## config.mk

```make
export PLATFORM = sky130hd
export DESIGN_NAME = cpu_control_fsm_flat
export DESIGN_NICKNAME = d
export VERILOG_FILES = /design/src/rtl/cpu_control_fsm_if.sv /design/src/rtl/cpu_control_fsm.sv /design/src/flat_wrapper.sv
export SDC_FILE = /design/constraint.sdc
export NUM_CORES = 1
export LEC_CHECK = 0
export BUFFER_PORTS_ARGS = -buffer_cell sky130_fd_sc_hd__buf_2
export CAP_MARGIN = 25
export CORE_MARGIN = 3
export CORE_UTILIZATION = 49
export CTS_CLUSTER_SIZE = 14
export DETAILED_ROUTE_END_ITERATION = 10
export MAX_ROUTING_LAYER = met4
export PLACE_DENSITY = 0.75
export SLEW_MARGIN = 20
export SYNTH_ARGS = -nofsm -noshare
export SYNTH_HDL_FRONTEND = slang
export SYNTH_SLANG_ARGS = --single-unit
```

## constraint.sdc

```tcl
create_clock -name clk -period 2.55 [get_ports clk]
set_clock_uncertainty 0.1 [all_clocks]
set_input_delay 0.3825 -clock clk [delete_from_list [all_inputs] [get_ports clk]]
set_output_delay 0.3825 -clock clk [all_outputs]
set_load 0.005 [all_outputs]
```

## src/rtl/cpu_control_fsm_if.sv

```systemverilog
// Memory handshake bundle between the SCC control sequencer and the
// instruction/data memory ports.
interface cpu_control_fsm_if;
  logic imem_req;
  logic imem_ack;
  logic dmem_req;
  logic dmem_we;
  logic dmem_ack;

  modport master (
    output imem_req,
    output dmem_req,
    output dmem_we,
    input  imem_ack,
    input  dmem_ack
  );

  modport slave (
    input  imem_req,
    input  dmem_req,
    input  dmem_we,
    output imem_ack,
    output dmem_ack
  );
endinterface

```

## src/rtl/cpu_control_fsm.sv

```systemverilog
// Multi-cycle sequencer for the SCC core: fetch, decode, execute, memory and
// write-back enables, with a memory watchdog, halt detection and retire count.
module cpu_control_fsm #(
  parameter int unsigned TIMEOUT = 16
) (
  input  logic              clk,
  input  logic              rst,
  cpu_control_fsm_if.master mem,
  output logic              o_ir_load,
  input  logic              i_dec_branch,
  input  logic              i_dec_load_store,
  input  logic              i_dec_data_reg,
  input  logic              i_dec_data_imm,
  input  logic              i_dec_special,
  input  logic              i_dec_set_flags,
  input  logic              i_dec_halt,
  input  logic              i_branch_taken,
  output logic              o_rf_we,
  output logic              o_flags_we,
  output logic              o_pc_en,
  output logic              o_pc_branch_sel,
  output logic [2:0]        o_state,
  output logic              o_halted,
  output logic              o_fault,
  output logic [31:0]       o_retired_count
);

  localparam int unsigned WAIT_W = 16;
  localparam int unsigned CNT_W  = 32;
  localparam int unsigned CLS_W  = 4;
  localparam int unsigned CLS_BR = 3;
  localparam int unsigned CLS_LS = 2;
  localparam int unsigned CLS_DR = 1;
  localparam int unsigned CLS_DI = 0;
  localparam logic [WAIT_W-1:0] WAIT_LAST = WAIT_W'(TIMEOUT - 1);

  typedef enum logic [2:0] {
    S_FETCH   = 3'd0,
    S_DECODE  = 3'd1,
    S_EXECUTE = 3'd2,
    S_MEM     = 3'd3,
    S_WB      = 3'd4,
    S_HALT    = 3'd5,
    S_FAULT   = 3'd6
  } state_t;

  state_t              r_state;
  state_t              w_next;
  logic [WAIT_W-1:0]   r_wait;
  logic [WAIT_W-1:0]   w_wait_next;
  logic [CLS_W-1:0]    r_cls;
  logic [CLS_W-1:0]    w_cls;
  logic                r_special;
  logic                r_set_flags;
  logic                r_halted;
  logic                r_fault;
  logic [CNT_W-1:0]    r_retired;
  logic                w_imem_req;
  logic                w_dmem_req;
  logic                w_dmem_we;

  assign w_cls = {i_dec_branch, i_dec_load_store, i_dec_data_reg, i_dec_data_imm};

  // State register and watchdog counter
  always_ff @(posedge clk) begin
    if (rst) begin
      r_state <= S_FETCH;
      r_wait  <= '0;
    end else begin
      r_state <= w_next;
      r_wait  <= w_wait_next;
    end
  end

  // Next state and strobes; the wait counter resets on any transition or ack
  always_comb begin
    w_next          = r_state;
    w_wait_next     = '0;
    w_imem_req      = 1'b0;
    w_dmem_req      = 1'b0;
    w_dmem_we       = 1'b0;
    o_ir_load       = 1'b0;
    o_rf_we         = 1'b0;
    o_flags_we      = 1'b0;
    o_pc_en         = 1'b0;
    o_pc_branch_sel = 1'b0;
    case (r_state)
      S_FETCH: begin
        w_imem_req = 1'b1;
        if (mem.imem_ack) begin
          o_ir_load = 1'b1;
          w_next    = S_DECODE;
        end else if (r_wait == WAIT_LAST) begin
          w_next = S_FAULT;
        end else begin
          w_wait_next = r_wait + WAIT_W'(1);
        end
      end
      S_DECODE: begin
        if (i_dec_halt)          w_next = S_HALT;
        else if (!$onehot(w_cls)) w_next = S_FAULT;
        else                     w_next = S_EXECUTE;
      end
      S_EXECUTE: begin
        o_flags_we = r_set_flags & (r_cls[CLS_DR] | r_cls[CLS_DI]);
        if (r_cls[CLS_BR]) begin
          o_pc_en         = 1'b1;
          o_pc_branch_sel = i_branch_taken;
          w_next          = S_FETCH;
        end else if (r_cls[CLS_LS]) begin
          w_next = S_MEM;
        end else begin
          w_next = S_WB;
        end
      end
      S_MEM: begin
        w_dmem_req = 1'b1;
        w_dmem_we  = r_special;
        if (mem.dmem_ack) begin
          o_pc_en = r_special;
          w_next  = r_special ? S_FETCH : S_WB;
        end else if (r_wait == WAIT_LAST) begin
          w_next = S_FAULT;
        end else begin
          w_wait_next = r_wait + WAIT_W'(1);
        end
      end
      S_WB: begin
        o_rf_we = 1'b1;
        o_pc_en = 1'b1;
        w_next  = S_FETCH;
      end
      S_HALT:  w_next = S_HALT;
      S_FAULT: w_next = S_FAULT;
      default: w_next = S_FAULT;
    endcase
  end

  // Decoded instruction attributes, sticky status and retire counter
  always_ff @(posedge clk) begin
    if (rst) begin
      r_cls       <= '0;
      r_special   <= 1'b0;
      r_set_flags <= 1'b0;
      r_halted    <= 1'b0;
      r_fault     <= 1'b0;
      r_retired   <= '0;
    end else begin
      if (r_state == S_DECODE) begin
        r_cls       <= w_cls;
        r_special   <= i_dec_special;
        r_set_flags <= i_dec_set_flags;
      end
      r_halted <= r_halted | (w_next == S_HALT);
      r_fault  <= r_fault | (w_next == S_FAULT);
      if (o_pc_en) r_retired <= r_retired + CNT_W'(1);
    end
  end

  assign mem.imem_req    = w_imem_req;
  assign mem.dmem_req    = w_dmem_req;
  assign mem.dmem_we     = w_dmem_we;
  assign o_state         = r_state;
  assign o_halted        = r_halted;
  assign o_fault         = r_fault;
  assign o_retired_count = r_retired;

endmodule

```

## src/flat_wrapper.sv

```systemverilog
// flat-port wrapper written by rule: the top's interface ports become plain ports
module cpu_control_fsm_flat 
#(
  parameter int unsigned TIMEOUT = 16
)
  (clk, rst, o_ir_load, i_dec_branch, i_dec_load_store, i_dec_data_reg, i_dec_data_imm, i_dec_special, i_dec_set_flags, i_dec_halt, i_branch_taken, o_rf_we, o_flags_we, o_pc_en, o_pc_branch_sel, o_state, o_halted, o_fault, o_retired_count, mem_imem_req, mem_dmem_req, mem_dmem_we, mem_imem_ack, mem_dmem_ack);
  cpu_control_fsm_if mem_i ();
  input  logic clk;
  input  logic rst;
  output logic o_ir_load;
  input  logic i_dec_branch;
  input  logic i_dec_load_store;
  input  logic i_dec_data_reg;
  input  logic i_dec_data_imm;
  input  logic i_dec_special;
  input  logic i_dec_set_flags;
  input  logic i_dec_halt;
  input  logic i_branch_taken;
  output logic o_rf_we;
  output logic o_flags_we;
  output logic o_pc_en;
  output logic o_pc_branch_sel;
  output logic [2:0] o_state;
  output logic o_halted;
  output logic o_fault;
  output logic [31:0] o_retired_count;
  output wire logic [$bits(mem_i.imem_req)-1:0] mem_imem_req;
  output wire logic [$bits(mem_i.dmem_req)-1:0] mem_dmem_req;
  output wire logic [$bits(mem_i.dmem_we)-1:0] mem_dmem_we;
  input wire logic [$bits(mem_i.imem_ack)-1:0] mem_imem_ack;
  input wire logic [$bits(mem_i.dmem_ack)-1:0] mem_dmem_ack;
  assign mem_imem_req = mem_i.imem_req;
  assign mem_dmem_req = mem_i.dmem_req;
  assign mem_dmem_we = mem_i.dmem_we;
  assign mem_i.imem_ack = mem_imem_ack;
  assign mem_i.dmem_ack = mem_dmem_ack;
  cpu_control_fsm #(.TIMEOUT(TIMEOUT)) u_core (.clk(clk), .rst(rst), .mem(mem_i), .o_ir_load(o_ir_load), .i_dec_branch(i_dec_branch), .i_dec_load_store(i_dec_load_store), .i_dec_data_reg(i_dec_data_reg), .i_dec_data_imm(i_dec_data_imm), .i_dec_special(i_dec_special), .i_dec_set_flags(i_dec_set_flags), .i_dec_halt(i_dec_halt), .i_branch_taken(i_branch_taken), .o_rf_we(o_rf_we), .o_flags_we(o_flags_we), .o_pc_en(o_pc_en), .o_pc_branch_sel(o_pc_branch_sel), .o_state(o_state), .o_halted(o_halted), .o_fault(o_fault), .o_retired_count(o_retired_count));
endmodule
```

* Yosys cells after proc, flatten, opt, wreduce, memory -nomap -nowiden
Cells that the tools add are included.
** Word-level totals
- Input bits :: 12
- Output and inout bits :: 45
- Logic and storage cells :: 52
- Bits in registers :: 59
** Operators by class
- Equality and inequality tests :: 9
- Muxes and demuxes :: 25
- Add/sub/neg operators :: 5
- Bitwise operators :: 4
- Reduce and logical (&&, ||, !) cells :: 1
** Operator list (count)
- two-way mux 16 bit :: 3
- adder 32 x 1 -> 32 bit (second input constant) :: 1
- one-hot mux 16 bit (2 select lines) :: 1
- two-way mux 3 bit :: 8
- one-hot mux 3 bit (6 select lines) :: 1
- adder 16 x 1 -> 16 bit (second input constant) :: 1
- equality test 16 x 4 -> 1 bit (second input constant) :: 1
- equality test 3 bit (second input constant) :: 4
- two-way mux 1 bit :: 11
- equality test 3 x 1 -> 1 bit (second input constant) :: 2
- equality test 3 x 2 -> 1 bit (second input constant) :: 2
- adder 1 x 1 -> 2 bit :: 2
- adder 3 bit :: 1
- zero test 3 bit :: 1
- bitwise OR 1 bit :: 3
- one-hot mux 1 bit (3 select lines) :: 1
- bitwise AND 1 bit :: 1

* Logic depth before layout (Yosys ltp)
- Word-level depth :: 8
- Gate-level depth with buffers :: 8
- Gate-level depth less buffers :: 8

* Least setup slack after synthesis
No wires, ideal clock.
- Kind :: in2reg
- Start point :: in i_dec_data_reg
- End point :: reg u_core.r_halted (netlist: u_core.o_halted)
- Slack :: 15 ps
- Setup time :: 126 ps
- Path buffers :: 0
- Cell stages on the path :: 8
- Data arrival time :: 2308 ps
- Cells stage by stage :: ha_1 > ha_1 > fa_1 > or4b_2 > mux2i_1 > a211oi_1 > o21ai_0 > o21ai_0
** On the way
- Longest elaborated chain between the ends :: 8
** RTL lines
- start, declared :: line flat_wrapper.sv:13 : input logic i_dec_data_reg;
- adder 1 x 1 -> 2 bit (not written as such) :: line cpu_control_fsm.sv:101 : else if (!$onehot(w_cls)) w_next = S_FAULT;
- adder 3 bit (not written as such) :: line cpu_control_fsm.sv:101
- equality test 3 x 1 -> 1 bit :: line cpu_control_fsm.sv:101
- two-way mux 3 bit :: line cpu_control_fsm.sv:101
- two-way mux 3 bit :: line cpu_control_fsm.sv:100 : if (i_dec_halt) w_next = S_HALT;
- one-hot mux 3 bit (6 select lines) :: line cpu_control_fsm.sv:87 : case (r_state)
- equality test 3 bit :: line cpu_control_fsm.sv:154 : r_halted <= r_halted | (w_next == S_HALT);
- bitwise OR 1 bit :: line cpu_control_fsm.sv:154
- end signal, assigned :: line cpu_control_fsm.sv:154
- end, declared :: line cpu_control_fsm.sv:55 : logic r_halted;
No other way between the ends.
A chain may end at the register's enable or synchronous reset.

* Worst setup path in the final report
- Start point :: in i_dec_data_reg
- End point :: reg u_core.r_fault (netlist: u_core.o_fault)
** On the way
- Longest elaborated chain between the ends :: 8
** RTL lines
- adder 1 x 1 -> 2 bit (not written as such) :: line cpu_control_fsm.sv:101
- adder 3 bit (not written as such) :: line cpu_control_fsm.sv:101
- equality test 3 x 1 -> 1 bit :: line cpu_control_fsm.sv:101
- two-way mux 3 bit :: line cpu_control_fsm.sv:101
- two-way mux 3 bit :: line cpu_control_fsm.sv:100
- one-hot mux 3 bit (6 select lines) :: line cpu_control_fsm.sv:87
- equality test 3 bit :: line cpu_control_fsm.sv:155 : r_fault <= r_fault | (w_next == S_FAULT);
- bitwise OR 1 bit :: line cpu_control_fsm.sv:155
- end signal, assigned :: line cpu_control_fsm.sv:155
- end, declared :: line cpu_control_fsm.sv:56 : logic r_fault;
No other way between the ends.

==> results_dict.tcl <==
set metrics [dict create \
    status "finished clean" \
    seq_area_frac_synth 0.412 \
    chipHeight_um 82.5 \
    routed_via_density 5.51 \
    syn_area_per_cell_um2 8.56 \
    slew_violations 0 \
    period_needed_ns 2.37 \
    syn-instance-count 335 \
    synth_top_area_cell "dfxtp_1" \
    numCtsBuffers 9 \
    wl_met2_mm 3.03 \
    core_mm2 0.00557 \
    crit_path_start_kind "input port" \
    post-route-period-util 0.929 \
    syn_to_final_growth_pct 19.4 \
    clock_latency_ns 0.33 \
    layout.area.seq_mm2 0.00118 \
    pre_cts_ws_ns -0.253 \
    tightest_slew_ns 0.883 \
    top_layer_used "met4" \
    post_cts_buffers 0 \
    cts-root-buf "clkbuf_8" \
    dieArea_mm2 0.00681 \
    cts.sinks 59 \
    num_rows 27 \
    antenna_found_initial 0 \
    syn_area_mm2 0.00287 \
    grt_max_degree 25 \
    drt_iter0_markers 105 \
    synth.distinct_cells 48 \
    wl_per_cell_um 13.7 \
    cp-end-kind "flip-flop" \
    grt_pass1_wl_mm 10.2 \
    synth_edf_count 0 \
    fill_cells 504 \
    fp.dieW_um 82.5 \
    synthTopCellsByCount "dfxtp_1, nor2_1, xor2_1, o21ai_0, a21oi_1" \
    cpMostUsedCell "ha_1" \
    via_count 2578 \
    antennaDiodeCount 0 \
    required_ns 2.65 \
    p_per_area_mw_per_mm2 558 \
    drive_gt1_frac 0.230 \
    post-synth-top-count-cell "dfxtp_1" \
    critical_path_class "in -> reg" \
    cts.clk_slew.worst_paths_ns 0.06 \
    yosysTopAreaCellShare 0.412 \
    dpl.hpwl_mm 4.50 \
    io_pins 57 \
    placed_area_mm2 0.00322 \
    clk_path_buf_depth 2 \
    yosys-top-cells-area "dfxtp_1, xor2_1, nor2_1" \
    synth.net_count 353 \
    htree_levels 3 \
    track_usage 0.199 \
    synthArstFlopShare 0 \
    ys_warn_count 0 \
    setup_viol 0 \
    layout_setup_ws_ns 0.181 \
    final-hold-violation-count 0 \
    multiInputGateArea_mm2 0.00160 \
    cp.buffers_inverters 1 \
    num-nets-final 409 \
    port_buffers 56 \
    cts_tree "built" \
    max_slew_margin 0.408 \
    synth_seq_cells 59 \
    totalPowerFinal_mw 1.91 \
    drcViolationCount 0 \
    met1_length_mm 3.04 \
    start_util 0.515 \
    gp_congestion 0.784 \
    ant_nets 0 \
    p_leak_nw 1.39 \
    cp_top_family "adder cells" \
    timing.fmax_mhz 422 \
    dr_wl_met3_um 278 \
    vdd_drop_max_mv 0.345 \
    postLayoutCellArea_mm2 0.00342 \
    ys.flop_type "dfxtp_1" \
    grt_pass1_vias 2219 \
    crit_chain "buf_2, ha_1, ha_1, fa_1, or4b_4, mux2i_2, a211oi_2, nor2_1, o22ai_1" \
    slowest_stage "or4b_4" \
    worst_hold_slack_ns 0.198 \
    hold_class "in -> reg" \
    grt-ovfl-total 0 \
    wirelength_mm 6.42 \
    fin_util 0.614 \
    slowest_delay_ns 0.52 \
    firstDrtPassIters 4 \
    worstPathMaxFanout 2 \
    drv_cap 0 \
    rsz0062_at_grt "false" \
    crit_arrival_ns 2.47 \
]
[final timing paths]
path | cells after the start | slack [ns] | to | start
worst min register to register | 1 | 0.34 | u_core.r_wait[0] | u_core.r_wait[0]
worst max register to register | 5 | 0.33 | u_core.o_retired_count[29] | u_core.o_retired_count[2]
worst max-delay path | 9 | 0.18 | u_core.o_fault | i_dec_data_reg
worst min-delay path | 3 | 0.20 | u_core.r_set_flags | i_dec_set_flags
[routing by layer]
layer	vias up	global-route usage
li1	1312	-
met1	1212	0.247
met2	47	0.313
met3	7	0.0618
met4	0	0.0539
met5	-	-
[layout make-up]
cell class,instances,share of cell area
Clock buffer,15,0.0544
Clock inverter,1,0.00146
Inverter,9,0.00986
Multi-Input combinational cell,249,0.466
Sequential cell,59,0.345
Tap cell,72,0.0263
Timing Repair Buffer,63,0.0972
[per-stage QoR]
step	cells	setup TNS (ns)
6_report	468	0
5_1_grt	468	0
4_1_cts	468	0
3_5_place_dp	452	-0.649
3_3_place_gp	452	-0.547
2_1_floorplan	335	0
[cells by family (layout without fill, tap and decap cells)]
family / after synthesis / in the layout / synth area share
AND/OR/NAND/NOR: 142 / 142 / 0.275
flip-flops: 59 / 59 / 0.412
XOR/XNOR: 29 / 29 / 0.0885
buffers and inverters: 27 / 88 / 0.0366
multiplexers: 7 / 7 / 0.0244
adder cells (fa/ha/maj): 6 / 6 / 0.0288
AO/OA/AOI/OAI: 65 / 65 / 0.135
[timing repair]
action,4_1_cts,5_1_grt
endpoints found under the setup margin,0,2
resized for setup,0,4
hold buffers,0,0
[sequential cells by signal, indices dropped and copies added (netlist names)]
| name | cells |
|---|---|
| u_core.o_fault | 1 |
| u_core.o_halted | 1 |
| u_core.o_retired_count | 32 |
| u_core.o_state | 3 |
| u_core.r_set_flags | 1 |
| u_core.r_wait | 16 |
| u_core.r_special | 1 |
| u_core.r_cls | 4 |
[worst reg2reg max path, cell delays in order, from the launching register on]
cell	delay [ns]
dfxtp_1	0.50
and3_1	0.33
nor3b_2	0.26
o21ai_1	0.35
or3_1	0.46
a21oi_1	0.16
[power by group]
part	switching [mW]	total (mW)	internal, mW	leakage [nW]
sequential	0.0142	0.952	0.938	0.476
clock	0.342	0.801	0.458	0.0997
combinational	0.0911	0.157	0.0663	0.817
[layout by cell type, fill, tap and decap left out, types with 2 or more instances in the layout]
cell	synthesis	routed
nand3_1	9	9
nand4_1	11	11
a21oi_1	20	20
nor3_1	6	6
o22ai_1	2	2
xnor2_1	6	6
or3_1	15	15
o21ai_1	2	3
nand3b_1	2	2
or3b_2	2	2
dfxtp_1	59	59
and3_1	11	11
nor3b_1	2	2
buf_2	3	56
o211ai_1	2	2
nor4bb_1	2	2
xor2_1	23	23
nor4_1	5	5
clkbuf_1	15	2
and2_1	3	3
buf_4	0	7
inv_1	8	8
o2111ai_1	10	10
nand2_1	14	14
clkbuf_8	0	13
nor2_1	47	47
mux2i_1	7	6
o21ai_0	22	21
o21bai_1	2	2
ha_1	5	5
No activity file was read; power rests on OpenSTA's default activity.
